[src/rtl/request_latch.sv]
// ============================================================================
// Module   : request_latch
// Brief    : Synchronizes, debounces and latches four raw request lines into
//            a pending-request vector for the 4-input priority encoder.
//            Optional overflow flags are built when REQ_LATCH_OVF_EN is defined.
// Revision : 1.0 - initial release
// ============================================================================
`default_nettype none

module request_latch #(
    parameter int DEBOUNCE_CYCLES = 16,
    parameter int CNT_W           = 8
) (
    input  logic       clk,
    input  logic       rst_n,
    input  logic [3:0] req_in,
    input  logic       en_in,
    input  logic       ack,
    input  logic [1:0] ack_idx,
    input  logic       clr_ovf,
    output logic [3:0] Is,
    output logic       Ein,
    output logic [3:0] ovf
);

    localparam logic [CNT_W-1:0] c_cnt_max = CNT_W'(DEBOUNCE_CYCLES - 1);

    logic [3:0]       r_s1;
    logic [3:0]       r_s2;
    logic [3:0]       r_db;
    logic [3:0]       r_db_d;
    logic [CNT_W-1:0] r_cnt [4];
    logic [3:0]       r_is;
    logic             r_ein;

    logic [3:0]       w_rise;
    logic [3:0]       w_clr;
    logic [3:0]       w_is_nxt;

    assign w_rise = r_db & ~r_db_d;

    always_comb begin
        w_clr = 4'b0000;
        if (ack) begin
            w_clr[ack_idx] = 1'b1;
        end
    end

    // A new debounced edge outranks a same-cycle ack so no event is lost.
    assign w_is_nxt = w_rise | (r_is & ~w_clr);

    always_ff @(posedge clk or negedge rst_n) begin
        if (!rst_n) begin
            r_s1   <= 4'b0000;
            r_s2   <= 4'b0000;
            r_db   <= 4'b0000;
            r_db_d <= 4'b0000;
            r_is   <= 4'b0000;
            r_ein  <= 1'b0;
            for (int i = 0; i < 4; i++) begin
                r_cnt[i] <= '0;
            end
        end else begin
            r_s1   <= req_in;
            r_s2   <= r_s1;
            r_db_d <= r_db;
            r_is   <= w_is_nxt;
            r_ein  <= en_in;
            for (int i = 0; i < 4; i++) begin
                if (r_s2[i] == r_db[i]) begin
                    r_cnt[i] <= '0;
                end else if (r_cnt[i] == c_cnt_max) begin
                    r_db[i]  <= r_s2[i];
                    r_cnt[i] <= '0;
                end else begin
                    r_cnt[i] <= r_cnt[i] + 1'b1;
                end
            end
        end
    end

    assign Is  = r_is;
    assign Ein = r_ein;

`ifdef REQ_LATCH_OVF_EN
    logic [3:0] r_ovf;
    logic [3:0] w_ovf_set;

    // An edge merged into a request the consumer has not yet serviced.
    assign w_ovf_set = w_rise & r_is & ~w_clr;

    always_ff @(posedge clk or negedge rst_n) begin
        if (!rst_n) begin
            r_ovf <= 4'b0000;
        end else if (clr_ovf) begin
            r_ovf <= w_ovf_set;
        end else begin
            r_ovf <= r_ovf | w_ovf_set;
        end
    end

    assign ovf = r_ovf;
`else
    logic w_unused_clr_ovf;
    assign w_unused_clr_ovf = clr_ovf;
    assign ovf              = 4'b0000;
`endif

endmodule

`default_nettype wire

[config.mk]
export PLATFORM = sky130hd
export DESIGN_NAME = request_latch
export DESIGN_NICKNAME = d
export VERILOG_FILES = /design/src/rtl/request_latch.sv
export SDC_FILE = /design/constraint.sdc
export NUM_CORES = 1
export LEC_CHECK = 0
export BUFFER_PORTS_ARGS = -buffer_cell sky130_fd_sc_hd__buf_2
export CORE_MARGIN = 4
export CORE_UTILIZATION = 52
export CTS_CLUSTER_SIZE = 40
export DETAILED_ROUTE_END_ITERATION = 16
export GPL_TIMING_DRIVEN = 1
export PLACE_DENSITY = 0.74
export SYNTH_ARGS = -nofsm -noshare
export SYNTH_HDL_FRONTEND = slang
export SYNTH_SLANG_ARGS = --single-unit
[constraint.sdc]
create_clock -name clk -period 1.55 [get_ports clk]
set_clock_uncertainty 0.15 [all_clocks]
set_input_delay 0.465 -clock clk [delete_from_list [all_inputs] [get_ports clk]]
set_output_delay 0.465 -clock clk [all_outputs]
set_load 0.01 [all_outputs]
After elaboration in Yosys (flattened, before gate mapping)
Index checks and enable logic that the tools add are counted.
Widths: inputs -> output; s select.
Word-level totals
  register bits: 53
  bits of input ports: 11
  logic and storage cells: 52
Operators by class
  $add $sub $neg: 4
  order comparisons: 2
  eq/ne operators: 8
  mux-type cells: 11
  bitwise operators: 9
  reduce and logical (&&, ||, !) cells: 5
Operators by type and width (count)
  $mux 8: 8
  $add 8x1->8 const B: 4
  $eq 8x4->1 const B: 4
  $and 4x4->4: 2
  $not 4->4: 2
  $reduce_and 2->1: 4
  $eq 1x1->1: 4
  $mux 4: 1
  $not 1->1: 4
  $or 4x4->4: 1
  $lt 2x3->1 const B: 1
  $demux 1 s2: 1
  $ge 2x1->1 const B: 1
  $logic_and 1x1->1: 1
  $mux 1: 1

Depth between registers and ports, before layout
  depth after elaboration: 8
  gate-level depth with buffers: 4
  gate-level depth less buffers: 4

Worst setup path after synthesis
No wires, ideal clock.
  path kind: reg-to-reg
  start: register r_cnt[28] (netlist bit)
  end: register r_db[0]
  arrival: 1.346 ns
  required time: 1.273 ns
  path slack: -0.073 ns
  stages on the path, launching flop included: 4
  path buffers: 0
  clock period less this slack: 1.623 ns
  path through: dfrtp_1 or4_4 nor2_2 mux2_1
Between the ends
  word-level cells in the longest chain between the ends: 2
RTL lines
  start, declared: line 32  | logic [CNT_W-1:0] r_cnt [4];
  start signal, assigned by index: line 76  | r_cnt[i] <= r_cnt[i] + 1'b1;
  $eq 8x4->1: line 72  | end else if (r_cnt[i] == c_cnt_max) begin
  $reduce_and 2->1 (no line)
  end signal, assigned by index: line 73  | r_db[i] <= r_s2[i];
  end, declared: line 30  | logic [3:0] r_db;
No other way between the ends.
A chain may end at the register's enable or synchronous reset.

Worst setup path after layout
  start: register r_cnt[30] (netlist bit)
  end: register r_db[0]
Same word-level chain as after synthesis.

==> results by group <==
Flow run
  – Max cap viols: 0

Global routing
  – Initial antenna violation count: 0
  – Vias in the first global route: about 1,600
  – Global-route wire length before repair: 7200 µm
  – Pin count of the biggest net entering global routing: 24
  – GRT overflow: 0
  – GR Util All Layers: 0.174

Floorplanning
  – Die X: 73.7 µm
  – Initial Utilization: 0.550
  – Area of the die: 5440 µm²
  – Area of the core: 4090 µm²
  – Chip height: about 74 µm
  – FP Rows: 23
  – I/O pin cnt: 20

Critical path
  – R2R Path End: r_db[0]
  – CP Launch Type: register
  – Critical R2R Launch: r_cnt[30]
  – Crit path arrival time: 1690 ps
  – Crit path largest cell delay: roughly 570 ps
  – Cells along the critical path: or4_4 > nor2_4 > mux2_4
  – Crit Path Max Fanout: 2
  – Crit path kind: register to register
  – Endpoint class of the critical path: register
  – Req. time, crit path: about 1600 ps
  – Reg2Reg Depth: 3
  – Reg-to-reg slack, setup: -90 ps
  – Slowest CP cell: or4_4

Detailed routing
  – Initial DRT Pass Iterations: 4
  – DR WL/cell: approximately 14 µm
  – Routed via count: approximately 1,700
  – First DRT Iteration DRCs: roughly 140
  – Final WL: 4150 µm
  – Antenna viol nets, final: 0
  – Via density: between 5 and 6
  – Residual DRC: 0

Synth
  – Synth area leaders: dfrtp_1 59%, o21ai_0 4.7%, or3_1 3.9%
  – Synth Cell Area: 2250 µm²
  – Synth Register Bits: 53
  – Dominant cell type by area after synthesis: dfrtp_1
  – Syn avg cell area: 11.1 µm²
  – Register area share after synthesis: 0.590
  – Synth cell types: 30
  – Post-synth EDFFs: 0
  – Cells after Synth: just over 200
  – Synth Flop Type: dfrtp_1
  – Synth cell count leaders: 53 x dfrtp_1, 21 x o21ai_0, 16 x a21oi_1, 14 x or3_1, 11 x inv_1
  – Most common cell in the netlist: dfrtp_1
  – Post-synth top area share: 0.590
  – Synth warnings: 0
  – FFs w/ async S/R, synth: 1.00

STA
  – Setup ws final: -92.3 ps
  – Hold slack: 102 ps
  – Final period utilization: 1.06
  – Max-slew violation count: 0
  – Fmax achieved: a little over 600 MHz
  – Setup TNS: -564 ps
  – Final Critical Period: approximately 1600 ps
  – Setup violators final: 13
  – Unrepaired setup endpoints after global routing: yes
  – Final Hold Vio Count: 0

Final layout
  – Ant diodes: 0
  – Fin cells: between 300 and 400
  – Synthesis-to-finish area growth: 26.6%
  – NumNets Final: between 200 and 300
  – Fraction of layout cells with a size suffix above 1: 0.304

Power
  – P_leak: ~1.3 nW
  – Maximum VDD drop: between 0.6 and 0.7 mV
  – Power Dens Cells: around 860 nW/µm²
  – Total Power: 0.00245 W

Placement
  – RePlAce Congestion: a little over 0.8
  – Port buffer count: 14
  – DP HPWL: around 3000 µm
  – Placed cell count: approximately 300
  – Pre-CTS setup slack: -80.3 ps

CTS
  – Root Driver: clkbuf_8
  – H-tree levels: 2
  – Clock Tree Buf Depth: 2
  – Clk pin slew, worst setup/hold paths: 100 ps
  – Worst skew pair latency: just over 300 ps
  – CTS tree: built
  – Clk sinks: 53
  – Cts bufs inserted: 5

Status
  – Failing checks: negative setup slack
  – Status: complete, but fails checks

Min path
  – Hold Path Class: primary input to register
  – Hold endpoint: Ein
  – Hold path start: en_in
  – Hold path depth: 1
## power breakdown
part	total [W]	leakage [nW]	switching [W]	internal (W)
Combinational	0.000198	0.514	0.000103	0.0000954
Clock	0.000782	0.0445	0.000461	0.000321
Sequential	0.00146	0.709	0.0000391	0.00143
## state kept, by name (all words and copies together) (netlist names)
name / count
r_s2: 4
r_cnt: 32
r_db_d: 4
r_db: 4
r_s1: 4
Ein: 1
Is: 4
## how the worst max path moves through the flow
stage	from	end	depth (start not counted)
floorplan	r_cnt[20]	r_db[1]	3
global placement	r_cnt[31]	r_db[0]	3
global route	r_cnt[30]	r_cnt[27]	4
detailed placement	r_cnt[31]	r_db[0]	3
CTS	r_cnt[30]	r_cnt[29]	4
finish	r_cnt[30]	r_db[0]	3
## repair_timing
action	4_1_cts	5_1_grt
pin swaps	4	4
hold endpoints to repair	12	0
setup buffers	2	4
hold buffers	1	0
resized for setup	12	10
setup endpoints to repair	14	21
## logic make-up after synthesis
family | share of synthesized area
simple gates | 0.169
other cells | 0.00167
buf+inv | 0.0317
fa+ha+maj | 0.0223
xor+xnor | 0.0390
mux | 0.0200
compound gates | 0.126
flops | 0.590
## cell type report
class	count	area, µm²
well taps	50	62.6
fillers	288	1240
clock buffers	5	68.8
clock inverters	3	21.3
flip-flops and latches	53	1330
multi-input cells	137	963
inverters	11	41.3
repair buffers	48	360
## through the flow
step / instance area, µm² / utilization
3_3_place_gp: 2600 / 0.637
6_report: 2840 / 0.696
2_1_floorplan: 2270 / -
4_1_cts: 2770 / 0.678
3_5_place_dp: 2600 / 0.637
5_1_grt: 2840 / 0.696
## metal layers
| metal | track usage | vias to the layer above | routed length, µm |
|---|---|---|---|
| li1 | - | 830 | - |
| met1 | 0.233 | 793 | 1880 |
| met2 | 0.270 | 24 | 2050 |
| met3 | 0.0492 | 4 | 165 |
| met4 | 0.0664 | 0 | 52 |
| met5 | 0 | - | 0 |
## worst max-delay path, delay by kind of cell (launching register included)
| kind | cells | cell delay [ps] |
|---|---|---|
| multiplexers | 1 | 300 |
| AND/OR/NAND/NOR | 2 | 700 |
| flip-flops | 1 | 380 |
## cell usage in the layout (no fill, tap or decap), types with 2 or more instances in the layout
cell / n
nor2_1: 8
xnor2_1: 8
clkbuf_8: 5
nand4_1: 6
inv_1: 11
a221o_1: 2
nand2_1: 9
buf_12: 2
nand3_1: 7
nor2b_1: 2
buf_4: 29
o21ai_4: 2
mux2_4: 4
nand3_2: 3
o21ai_0: 20
nor2_4: 2
a31oi_1: 3
a21oi_2: 4
conb_1: 4
and2_1: 2
buf_6: 2
ha_1: 4
dfrtp_1: 53
nand2b_1: 4
nor2b_2: 2
a41o_1: 2
or4_4: 2
or3_1: 14
xor2_1: 2
a21oi_1: 12
buf_2: 14
or3b_1: 2
No activity file was read; power rests on OpenSTA's default activity.
